## config.mk

```make
export PLATFORM = sky130hd
export DESIGN_NAME = sensor_status_encoder
export DESIGN_NICKNAME = d
export VERILOG_FILES = /design/src/rtl/sensor_status_encoder.sv
export SDC_FILE = /design/constraint.sdc
export NUM_CORES = 1
export LEC_CHECK = 0
export CELL_PAD_IN_SITES_DETAIL_PLACEMENT = 2
export CELL_PAD_IN_SITES_GLOBAL_PLACEMENT = 2
export CORE_MARGIN = 2
export CORE_UTILIZATION = 43
export CTS_BUF_LIST = sky130_fd_sc_hd__clkbuf_16
export CTS_CLUSTER_SIZE = 16
export DETAILED_ROUTE_END_ITERATION = 7
export PLACE_DENSITY = 0.87
export RECOVER_POWER = 100
export REMOVE_ABC_BUFFERS = 1
export SLEW_MARGIN = 20
export SYNTH_ARGS = -nofsm -noshare
export SYNTH_HDL_FRONTEND = slang
export SYNTH_SLANG_ARGS = --single-unit
```

## constraint.sdc

```tcl
create_clock -name clk -period 5.4 [get_ports clk]
set_input_delay 0.54 -clock clk [delete_from_list [all_inputs] [get_ports clk]]
set_output_delay 0.54 -clock clk [all_outputs]
set_load 0.1 [all_outputs]
```

## src/rtl/sensor_status_encoder.sv

```systemverilog
// Conditions the IR and overcurrent inputs and produces the {L,C,R,O} status code for the display,
// plus the motor enable and a saturating count of overcurrent fault entries.
module sensor_status_encoder #(
    parameter int DEBOUNCE_CYCLES   = 1000000,
    parameter int OC_FILTER_CYCLES  = 100,
    parameter int COOLDOWN_CYCLES   = 50000000,
    parameter int SENSOR_ACTIVE_LOW = 1,
    parameter int CNT_W             = 26
) (
    input  logic       clk,
    input  logic       rst,
    input  logic       ir_left,
    input  logic       ir_center,
    input  logic       ir_right,
    input  logic       oc_raw,
    input  logic       oc_clear,
    output logic [3:0] number,
    output logic       oc_fault,
    output logic       motor_en,
    output logic [7:0] fault_count
);

    localparam logic             IR_IDLE  = (SENSOR_ACTIVE_LOW != 0) ? 1'b1 : 1'b0;
    localparam logic [CNT_W-1:0] DB_LAST  = CNT_W'(DEBOUNCE_CYCLES - 1);
    localparam logic [CNT_W-1:0] OCF_LAST = CNT_W'(OC_FILTER_CYCLES - 1);
    localparam logic [CNT_W-1:0] CD_LAST  = CNT_W'(COOLDOWN_CYCLES - 1);

    typedef enum logic [1:0] {NORMAL, FILTER, FAULT, COOLDOWN} oc_state_t;

    logic [2:0]       ir_m, ir_s, det, deb;
    logic             oc_m, oc_s, clr_m, clr_s, clr_d, clr_p;
    logic [CNT_W-1:0] db_cnt [3];
    oc_state_t        state, state_n;
    logic [CNT_W-1:0] k, k_n;
    logic             fault_entry, in_fault;

    // IR bit order throughout is {left, center, right}
    always_ff @(posedge clk) begin
        if (rst) begin
            ir_m  <= {3{IR_IDLE}};
            ir_s  <= {3{IR_IDLE}};
            oc_m  <= 1'b0;
            oc_s  <= 1'b0;
            clr_m <= 1'b0;
            clr_s <= 1'b0;
            clr_d <= 1'b0;
        end else begin
            ir_m  <= {ir_left, ir_center, ir_right};
            ir_s  <= ir_m;
            oc_m  <= oc_raw;
            oc_s  <= oc_m;
            clr_m <= oc_clear;
            clr_s <= clr_m;
            clr_d <= clr_s;
        end
    end

    assign det   = IR_IDLE ? ~ir_s : ir_s;
    assign clr_p = clr_s & ~clr_d;

    always_ff @(posedge clk) begin
        if (rst) begin
            deb <= '0;
            for (int unsigned i = 0; i < 3; i++) db_cnt[i] <= '0;
        end else begin
            for (int unsigned i = 0; i < 3; i++) begin
                if (det[i] == deb[i]) begin
                    db_cnt[i] <= '0;
                end else if (db_cnt[i] == DB_LAST) begin
                    deb[i]    <= det[i];
                    db_cnt[i] <= '0;
                end else begin
                    db_cnt[i] <= db_cnt[i] + CNT_W'(1);
                end
            end
        end
    end

    always_comb begin
        state_n     = state;
        k_n         = k;
        fault_entry = 1'b0;
        unique case (state)
            NORMAL: begin
                if (oc_s) begin
                    state_n = FILTER;
                    k_n     = '0;
                end
            end
            FILTER: begin
                if (!oc_s) begin
                    state_n = NORMAL;
                end else if (k == OCF_LAST) begin
                    state_n     = FAULT;
                    k_n         = '0;
                    fault_entry = 1'b1;
                end else begin
                    k_n = k + CNT_W'(1);
                end
            end
            FAULT: begin
                // a clear only counts once the overcurrent condition is gone
                if (clr_p && !oc_s) begin
                    state_n = COOLDOWN;
                    k_n     = '0;
                end
            end
            COOLDOWN: begin
                if (oc_s) begin
                    state_n = FAULT;
                end else if (k == CD_LAST) begin
                    state_n = NORMAL;
                    k_n     = '0;
                end else begin
                    k_n = k + CNT_W'(1);
                end
            end
            default: state_n = NORMAL;
        endcase
    end

    assign in_fault = (state == FAULT) || (state == COOLDOWN);

    always_ff @(posedge clk) begin
        if (rst) begin
            state       <= NORMAL;
            k           <= '0;
            fault_count <= '0;
            number      <= '0;
            oc_fault    <= 1'b0;
            motor_en    <= 1'b0;
        end else begin
            state <= state_n;
            k     <= k_n;
            if (fault_entry && fault_count != 8'hFF) fault_count <= fault_count + 8'd1;
            number   <= in_fault ? 4'b0001 : {deb, 1'b0};
            oc_fault <= in_fault;
            motor_en <= !in_fault;
        end
    end

endmodule

```

* Yosys cells after proc, flatten, opt, wreduce, memory -nomap -nowiden
Memory sizes are Yosys's and may differ from the RTL's.
Cells that the tools add are included.
** Storage, ports and cells
- Register bits after elaboration :: 56
- Bits in writable memories :: 78
- Output and inout bits :: 14
- Word-level logic and storage cells :: 130
- Memories :: 1
** Memory list
- db_cnt :: depth 3, width 26, read ports 3, clocked after memory_dff 0, wr ports 3, line 32 : logic [CNT_W-1:0] db_cnt [3];
** Cells by class
- Add/sub/neg operators :: 5
- Eq/ne operators :: 18
- Multiplexer cells :: 62
- Bitwise logic cells :: 15
- Reductions and logical operators :: 12
** Operators with widths (number)
- 26-bit two-way mux :: 15
- 26-bit by 1-bit adder with 26-bit output (second input constant) :: 4
- 26-bit case mux with 4 select lines :: 1
- 26-bit by 20-bit equality test with 1-bit output (second input constant) :: 3
- 1-bit two-way mux :: 39
- 26-bit equality test (second input constant) :: 1
- 26-bit by 7-bit equality test with 1-bit output (second input constant) :: 1
- 2-bit two-way mux :: 6
- 1-bit bitwise OR :: 9
- 8-bit by 1-bit adder with 8-bit output (second input constant) :: 1
- 2-bit inequality test (second input constant) :: 4
- 8-bit inequality test (second input constant) :: 1
- 2-bit case mux with 4 select lines :: 1
- 4-bit AND reduction :: 2
- 3-bit inequality test (second input constant) :: 2
- 2-bit AND reduction :: 3
- 2-bit equality test (second input constant) :: 2
- 1-bit inverter :: 4
- 1-bit equality test :: 3
- 3-bit inverter :: 1
- 2-bit by 1-bit equality test with 1-bit output (second input constant) :: 1
- 1-bit logical AND :: 2
- 1-bit zero test :: 2
- 2-bit zero test :: 1
- other kinds (3) :: 3

* Logic depth before layout (Yosys ltp)
Gate-level depths: netlist of the first run.
- Depth after elaboration :: 8
- Depth in mapped cells :: 8

* Least setup slack after synthesis of the first run
No wires, ideal clock.
- Kind :: reg2reg
- Start point :: register fault_count[0]
- End point :: register fault_count[5]
- Data arrival time :: 2535 ps
- Setup slack :: 2744 ps
- Stages on the path, launching flop included :: 7
- Path buffers :: 0
- Period minus slack after synthesis :: 2656 ps
- Cell sequence :: dfxtp_1 > ha_1 > inv_1 > o41ai_1 > nor3_4 > nand3_2 > mux2_4
** Between the ends
- Cells in the longest elaborated chain, start to end :: 2
** Ends and longest elaborated chain
- from (decl) :: line 20 : output logic [7:0] fault_count
- from (signal assigned) :: line 135 : if (fault_entry && fault_count != 8'hFF) fault_count <= fault_count + 8'd1;
- branches (longest 2 deep; another with 8-bit by 1-bit adder with 8-bit output)
Parallel ways; which one is timed is not known.
A chain may end at the register's enable or synchronous reset.

==> results of run 1 <==
stage by stage:
step / hold WS (ps) / power [mW] / worst slack (ps) / std cells / instance area [um2]
2_1_floorplan: 389.5 / 1.200 / 2744 / 741 / 6917
3_3_place_gp: 392.0 / 1.226 / 2714 / 976 / 7417
3_5_place_dp: 401.9 / 1.236 / 2549 / 976 / 7430
4_1_cts: 419.1 / 2.485 / 2430 / 1008 / 8079
5_1_grt: 446.5 / 2.538 / 1538 / 1008 / 8046
6_report: 420.2 / 2.464 / 1902 / 1008 / 8046
worst max-delay path by stage:
stage / from / slack (ps) / depth (start not counted) / endpoint
floorplan: fault_count[0] / 2740 / 6 / fault_count[5]
finish: rst / 1900 / 7 / k[14]
global placement: db_cnt[0][2] / 2710 / 5 / db_cnt[0][10]
global route: rst / 1540 / 7 / k[9]
detailed placement: rst / 2550 / 3 / db_cnt[0][22]
CTS: db_cnt[0][2] / 2430 / 5 / db_cnt[0][22]
worst max-delay path: stages:
cell and delay [ps]:
dlygate4sd3_1 1080, clkbuf_1 650, inv_1 220, and2_0 200, a41oi_1 180, clkbuf_1 750
nor2_1 140
cell families after synthesis:
group	count (synthesis)	synth area share (%)
adder cells (fa/ha/maj)	5	0.9290
AO/OA/AOI/OAI	30	3.010
XOR/XNOR	99	12.88
other	1	0.05569
multiplexers	3	0.5202
flip-flops	133	51.13
buffers and inverters	44	2.638
AND/OR/NAND/NOR	374	28.84
placed cells by master (no fill, tap or decap), types with 9 or more instances in the layout:
cell type	synthesis	layout
a21oi_1	9	9
and3_1	17	17
and4_1	10	10
clkbuf_16	0	24
conb_1	1	78
dfxtp_1	55	55
dlygate4sd3_1	0	15
edfxtp_1	78	78
inv_1	19	19
nand2_1	40	40
nand3_1	38	38
nand4_1	37	37
nor2_1	131	131
nor2b_1	10	10
nor3_1	22	23
nor4_1	20	21
or3_1	9	9
xnor2_1	51	51
xor2_1	48	48
per-layer routing:
metal / vias to the layer above / GRT usage (%) / part of all wire (%)
met4: 0 / 9.591 / 2.1
met3: 36 / 6.235 / 2.6
met1: 2797 / 29.56 / 40
li1: 2555 / - / -
met5: - / 0 / 0
met2: 74 / 50.65 / 55
state kept, by name, indices dropped and copies added (netlist names), named ones only:
signal       count
number           4
deb              3
oc_m             1
oc_s             1
k               26
fault_count      8
ir_s             3
ir_m             3
motor_en         1
state            1
clr_d            1
clr_s            1
db_cnt          78
clr_m            1
cell type report:
class,count,area share [%]
Sequential cell,133,42.79
Multi-Input combinational cell,589,42.20
Clock buffer,24,7.464
Tap cell,211,3.281
Timing Repair Buffer,24,2.768
Inverter,19,0.8863
Clock inverter,8,0.6064
power groups by stage:
stage                     logic (mW)  clock network, mW  registers, mW
after floorplan               0.0512                  0           1.15
final                         0.0844               1.24           1.14
after CTS                     0.0818               1.26           1.14
after detailed placement      0.0780                  0           1.16
after global placement        0.0725                  0           1.15
after global routing          0.0941               1.30           1.14
==> metrics.yaml, run 1 <==
clocking:
  postCtsSetupBuffers: 0
  clk_path_buf_depth: 2
  clk_pin_slew_ps: 60
  numCtsBuffers: 17
  cts_max_level: 4
  clk_latency_ps: 440
  holdBufCountCts: 0
  cts_tree: "yes"
  cts.repair.resized: 0
  cts_sinks: 133
  cts_root_buf: "clkbuf_16"
detailed_routing:
  drc_errors: 0
  ant_nets: 0
  wl_per_cell_um: 20.75
  vias_per_cell: 5.419
  dr.first_iter.drc_count: 223
  vias: 5462
  dr.pass1.iters: 4
  wl_mm: 20.92
global_routing:
  grt_pass1_wl_mm: 33.91
  grt_pass1_vias: 6254
  grt-ovfl-total: 0
  grt_usage_pct: 26.95
  antenna_found_initial: 0
  grt_max_degree: 27
pwr:
  vdd_drop_max_uv: 219.9
  swShare_pct: 22.52
  p_sw_uw: 554.9
  leakagePower_nw: 2.793
  p_comb_share_pct: 3.4
  pwr-share-seq_pct: 46.2
  power.share.clock_pct: 50.4
  power_density_nw_per_um2: 306.3
  internal-power_mw: 1.910
setup_path:
  cp-start-kind: "input pin"
  reg2reg_depth: 6
  reg2reg_to: "fault_count[5]"
  worst_setup_path_end_kind: "flip-flop"
  crit_required_ps: 5680
  worstSetupPathType: "input pin to flip-flop"
  reg2reg_slack_ps: 2280
  crit_fanout: 22
  r2r_start: "k[0]"
  critPathArrivalTime_ps: 3780
placed_design:
  dp_hpwl_mm: 13.20
  port_buffers: 20
  globalplace.congestion: 0.8000
synth:
  ys_top_cells_by_area: "edfxtp_1 35%, dfxtp_1 16%, nor2_1 7.3%"
  ys_types: 51
  yosysSeqAreaShare_pct: 51.13
  netlist_area_um2: 6734
  avgSynthCellArea_um2: 9.774
  synth_flop_cell: "edfxtp_1"
  async_flop_share_pct: 0
  synth_most_common_cell: "nor2_1"
  synth_seq_cells: 133
  ys_warn_count: 0
  synth_top_area_share_pct: 34.78
  synth_edf_count: 78
  netlist_top_cells_count: "131 x nor2_1, 78 x edfxtp_1, 55 x dfxtp_1, 51 x xnor2_1, 48 x xor2_1"
  synth_top_area_cell: "edfxtp_1"
  postSynthCellCount: 689
run_status:
  status: "completed"
finish:
  fin_nets: 796
  n_antenna_cell: 0
  fin_util_pct: 52.73
  multi_input_area_um2: 3396
  drive_above_1_share_pct: 6.023
  seq_area_um2: 3443
  num-fill-cells: 1595
  area_delta_synth_final_pct: 19.49
floorplan:
  ios: 21
  coreArea_um2: 15260
  die_w_um: 129.1
  die_y_um: 129.1
  start_util_pct: 44.13
  num_rows: 45
  die-area_um2: 16680
worst_hold_path:
  hold_path_class: "flip-flop to flip-flop"
  min_path_cells: 1
  hold_start: "ir_m[0]"
  hold_path_end: "ir_s[0]"
sta:
  fin_crit_sh_pct: 64.77
  rsz0062_at_grt: "no"
  drv_slew: 0
  setup_tns_ps: 0
  fmax_mhz: 285.9
  final-setup-viol-count: 0
  finClkSkew_ps: 8.324
  min_period_ps: 3498
  worstMarginPinSlew_ps: 1076
  slew_headroom_pct: 27.71
  hold_viol_final: 0
flow_run:
  drv_cap: 0
Note: power is estimated with default switching activity, not from simulation.
==> inputs of run 2 (changes only) <==
--- a/config.mk
+++ b/config.mk
@@ -8,11 +8,11 @@
 export CELL_PAD_IN_SITES_DETAIL_PLACEMENT = 2
 export CELL_PAD_IN_SITES_GLOBAL_PLACEMENT = 2
 export CORE_MARGIN = 2
-export CORE_UTILIZATION = 43
+export CORE_UTILIZATION = 36
 export CTS_BUF_LIST = sky130_fd_sc_hd__clkbuf_16
 export CTS_CLUSTER_SIZE = 16
 export DETAILED_ROUTE_END_ITERATION = 7
-export PLACE_DENSITY = 0.87
+export PLACE_DENSITY = 0.78
 export RECOVER_POWER = 100
 export REMOVE_ABC_BUFFERS = 1
 export SLEW_MARGIN = 20
==> constraint.sdc (replaced) <==
create_clock -name clk -period 3 [get_ports clk]
set_input_delay 0.3 -clock clk [delete_from_list [all_inputs] [get_ports clk]]
set_output_delay 0.3 -clock clk [all_outputs]
set_load 0.1 [all_outputs]
==> run 2 against run 1 <==
- final cell count increased by 2.9%
- non-clock buffer count increased by 6
- clock skew about the same
- clock-buffer cell count decreased by 7
- largest cell class unchanged
- die area increased by 19%
- flip-flop and latch count unchanged
- register-to-register slack got worse by 1900 ps
- critical endpoint is now fault_count[5]
- global-route usage decreased by 7.7 points
- highest routed layer unchanged
- critical path type is now flip-flop to flip-flop
- worst hold slack about the same
==> metrics.yaml, run 2 (synthesized netlist as in run 1, its figures left out) <==
run_status:
  status: "completed"
sta:
  final-setup-viol-count: 0
  hold_viol_final: 0
  layout_setup_ws_ps: 385.7
  min_period_ps: 2614
  finClkSkew_ps: 8.490
  slew_headroom_pct: 21.11
  setup_tns_ps: 0
  fin_crit_sh_pct: 87.14
  fmax_mhz: 382.5
  worstMarginPinSlew_ps: 1188
  drv_slew: 0
  rsz0062_at_grt: "no"
worst_hold_path:
  hold_path_class: "flip-flop to flip-flop"
floorplan:
  num_rows: 50
  die_w_um: 140.8
  die-area_um2: 19810
  start_util_pct: 36.36
  die_y_um: 140.8
  ios: 21
  coreArea_um2: 18520
global_routing:
  grt_pass1_wl_mm: 30.19
  grt_pass1_vias: 5899
  grt_max_degree: 27
  grt-ovfl-total: 0
  antenna_found_initial: 0
  grt_usage_pct: 19.27
finish:
  num-fill-cells: 2022
  area_delta_synth_final_pct: 18.71
  mostFrequentLayoutCells: "131 x nor2_1, 78 x edfxtp_1, 78 x conb_1"
  largest_register_ffs: 78
  fin_nets: 802
  largest_registers: "db_cnt: 78 flops, k: 26 flops, fault_count: 8 flops"
  seq_area_um2: 3443
  drive_above_1_share_pct: 6.476
  n_antenna_cell: 0
  regMostFlops: "db_cnt"
  fin_util_pct: 43.17
  multi_input_area_um2: 3400
  final_common_cell: "nor2_1"
  fin_area_um2: 7994
detailed_routing:
  route.met2.wl_mm: 9.714
  routed-wl-met3_um: 356
  vias_per_cell: 5.154
  vias: 5345
  wl_mm: 17.89
  wl_per_cell_um: 17.25
  dr.pass1.iters: 4
  top_layer: "met4"
  dr.first_iter.drc_count: 188
  drc_errors: 0
  ant_nets: 0
  m1WireLength_mm: 7.573
placed_design:
  dp_worst_setup_slack_ps: 555.6
  dp_hpwl_mm: 12.29
  dpl_cell_area_um2: 7463
  globalplace.congestion: 0.8268
  port_buffers: 20
clocking:
  cts.repair.resized: 0
  clk_pin_slew_ps: 60
  holdBufCountCts: 0
  cts_root_buf: "clkbuf_16"
  cts_sinks: 133
  numCtsBuffers: 17
  postCtsSetupBuffers: 0
  cts_max_level: 4
  cts_tree: "yes"
  clk_latency_ps: 420
  clk_path_buf_depth: 2
setup_path:
  critPathArrivalTime_ps: 2930
  crit_path_top_delay_cell: "or4_1"
  cp-start-kind: "flip-flop"
  worstSetupPathType: "flip-flop to flip-flop"
  cp_slowest_stage_delay_ps: 610
  crit_required_ps: 3310
  crit_chain: "ha_1 -> or2b_2 -> or4_1 -> nor3_4 -> nand3_1 -> mux2_4"
  reg2reg_slack_ps: 390
  crit_fanout: 7
  worst_setup_path_end_kind: "flip-flop"
pwr:
  vdd_drop_max_uv: 450.7
  leakagePower_nw: 2.730
  power_density_nw_per_um2: 538.4
flow_run:
  drv_cap: 0
## run 2: critical path, delay by kind of cell (launching register included)
kind / cells / cell delay, ps
fa+ha+maj: 1 / 260
flops: 1 / 420
mux: 1 / 320
simple gates: 4 / 1500
## run 2: final timing paths
check | cells past startpoint | from | to
worst max register to register | 6 | k[0] | fault_count[5]
worst min-delay path | 1 | ir_m[1] | ir_s[1]
worst max-delay path | 6 | k[0] | fault_count[5]
worst min register to register | 1 | ir_m[1] | ir_s[1]
## run 2: stage by stage
stage	cells	total power [mW]	hold WS (ps)
after floorplan	741	2.161	366.7
after global placement	1005	2.212	397.8
after detailed placement	1005	2.224	410.5
after CTS	1037	4.356	422.9
after global routing	1037	4.459	432.9
final	1037	4.304	420.3
## run 2: final cells by class
type                       count  share of cell area, %
clock buffer                  17                  5.322
tap                          234                  3.663
timing repair buffer          30                  2.457
sequential                   133                  43.07
inverter                      19                 0.8922
multi-input combinational    589                  42.53
clock inverter                15                  2.066
## run 2: where the power goes
group,internal (mW),switching (mW)
Sequential,1.99,0.0609
Clock,1.29,0.819
Combinational,0.0540,0.0902
## run 2: layer usage
metal,up-vias,global-route usage (%)
met3,18,4.144
li1,2578,-
met5,-,0
met2,42,35.82
met1,2707,22.15
met4,0,5.789
==> inputs of run 3 (changes only) <==
==> constraint.sdc (replaced) <==
create_clock -name clk -period 2.35 [get_ports clk]
set_input_delay 0.235 -clock clk [delete_from_list [all_inputs] [get_ports clk]]
set_output_delay 0.235 -clock clk [all_outputs]
set_load 0.1 [all_outputs]
==> run 3 against run 2 <==
- first-iteration DRC count down 12%
- power up 25%
- setup slack worse by 290 ps
- worst hold slack worse by 47 ps
- sequential share of layout area down 0.70 points
- routed wire length down 1.5%
- register-to-register slack worse by 290 ps
- global-route usage down 0.42 points
- critical path type unchanged
==> metrics.yaml, run 3 (synthesized netlist as in run 1, its figures left out) <==
run_status:
  status: "completed"
detailed_routing:
  drc_errors: 0
  dr.first_iter.drc_count: 166
  wl_per_cell_um: 16.80
  ant_nets: 0
  wl_mm: 17.62
  vias_per_cell: 5.098
  dr.pass1.iters: 4
  vias: 5348
finish:
  num-fill-cells: 2015
  largest_register_ffs: 78
  final_common_cell: "nor2_1"
  fin_util_pct: 43.89
  n_antenna_cell: 0
  fin_area_um2: 8127
  mostFrequentLayoutCells: "131 x nor2_1, 78 x edfxtp_1, 78 x conb_1"
  fin_nets: 814
  drive_above_1_share_pct: 8.834
  largest_registers: "db_cnt: 78 flops, k: 26 flops, fault_count: 8 flops"
  seq_area_um2: 3443
  multi_input_area_um2: 3442
  regMostFlops: "db_cnt"
  area_delta_synth_final_pct: 20.68
global_routing:
  grt_usage_pct: 18.85
  grt_max_degree: 27
  antenna_found_initial: 0
  grt_pass1_vias: 5990
  grt_pass1_wl_mm: 29.94
  grt-ovfl-total: 0
floorplan:
  start_util_pct: 36.36
  num_rows: 50
  ios: 21
  coreArea_um2: 18520
  die_w_um: 140.8
  die_y_um: 140.8
  die-area_um2: 19810
placed_design:
  globalplace.congestion: 0.8447
  dpl_cell_area_um2: 7596
  port_buffers: 20
  dp_hpwl_mm: 12.38
  dp_worst_setup_slack_ps: 49.23
pwr:
  p_comb_share_pct: 3.8
  p_sw_mw: 1.208
  swShare_pct: 22.49
  power.share.clock_pct: 47.7
  internal-power_mw: 4.163
  vdd_drop_max_uv: 525.4
  pwr-share-seq_pct: 48.5
  leakagePower_nw: 2.827
  power_density_nw_per_um2: 661.0
flow_run:
  drv_cap: 0
clocking:
  cts_tree: "yes"
  holdBufCountCts: 0
  cts.repair.resized: 0
  numCtsBuffers: 17
  cts_max_level: 4
  cts_root_buf: "clkbuf_16"
  postCtsSetupBuffers: 0
  clk_pin_slew_ps: 60
  cts_sinks: 133
  clk_latency_ps: 430
  clk_path_buf_depth: 2
sta:
  slew_headroom_pct: 20.67
  finClkSkew_ps: 9.626
  layout_setup_ws_ps: 99.87
  final-setup-viol-count: 0
  rsz0062_at_grt: "no"
  fin_crit_sh_pct: 95.75
  fmax_mhz: 444.4
  min_period_ps: 2250
  drv_slew: 0
  worstMarginPinSlew_ps: 1195
  whs_ps: 373.0
  hold_viol_final: 0
setup_path:
  reg2reg_to: "fault_count[1]"
  worst_setup_path_end_kind: "flip-flop"
  reg2reg_slack_ps: 100
  r2r_start: "k[1]"
  worstSetupPathType: "flip-flop to flip-flop"
  reg2reg_depth: 7
  critPathArrivalTime_ps: 2550
  cp-start-kind: "flip-flop"
  crit_fanout: 6
  crit_required_ps: 2650
worst_hold_path:
  hold_path_class: "input pin to flip-flop"
  min_path_cells: 2
  hold_path_end: "ir_m[2]"
  hold_start: "ir_left"
==> run 3: how the worst max path moves through the flow <==
stage                         startpoint        endpoint  depth (start not counted)
after floorplan           fault_count[0]  fault_count[5]                          6
after global placement      db_cnt[0][6]   db_cnt[0][23]                          5
after detailed placement            k[1]  fault_count[6]                          6
after CTS                           k[1]  fault_count[6]                          6
after global routing                k[1]  fault_count[1]                          7
final                               k[1]  fault_count[1]                          7
==> run 3: critical path, stage by stage, from the launching register on <==
cell and delay [ps]:
dfxtp_1 380, ha_1 200, or2b_2 340, or4_4 550, nor3_4 220, buf_4 180
mux2i_1 190, nor2_1 60
==> run 3: final cells by class <==
type / count / share of cell area (%)
Clock buffer: 19 / 5.851
Multi-Input combinational cell: 589 / 42.36
Inverter: 19 / 0.8776
Clock inverter: 13 / 1.047
Timing Repair Buffer: 42 / 3.895
Tap cell: 234 / 3.603
Sequential cell: 133 / 42.37
==> run 3: power groups by stage <==
stage,logic [mW],clock network (mW),registers (mW)
floorplan,0.118,0,2.64
global placement,0.189,0,2.65
detailed placement,0.198,0,2.66
CTS,0.201,2.63,2.61
global route,0.230,2.74,2.62
finish,0.202,2.56,2.61
==> run 3: stage by stage <==
stage                     cells  TNS [ps]  power [mW]
final                      1049         0       5.371
after global routing       1049         0       5.587
after CTS                  1049         0       5.439
after detailed placement   1017         0       2.855
after global placement     1017         0       2.838
after floorplan             741     -5452       2.758
==> run 3: per-layer routing <==
layer,vias up,wire length [um],GRT usage [%]
li1,2597,-,-
met1,2696,7775,22.81
met2,40,9328,33.84
met3,15,317,3.940
met4,0,201,5.526
met5,-,0,0
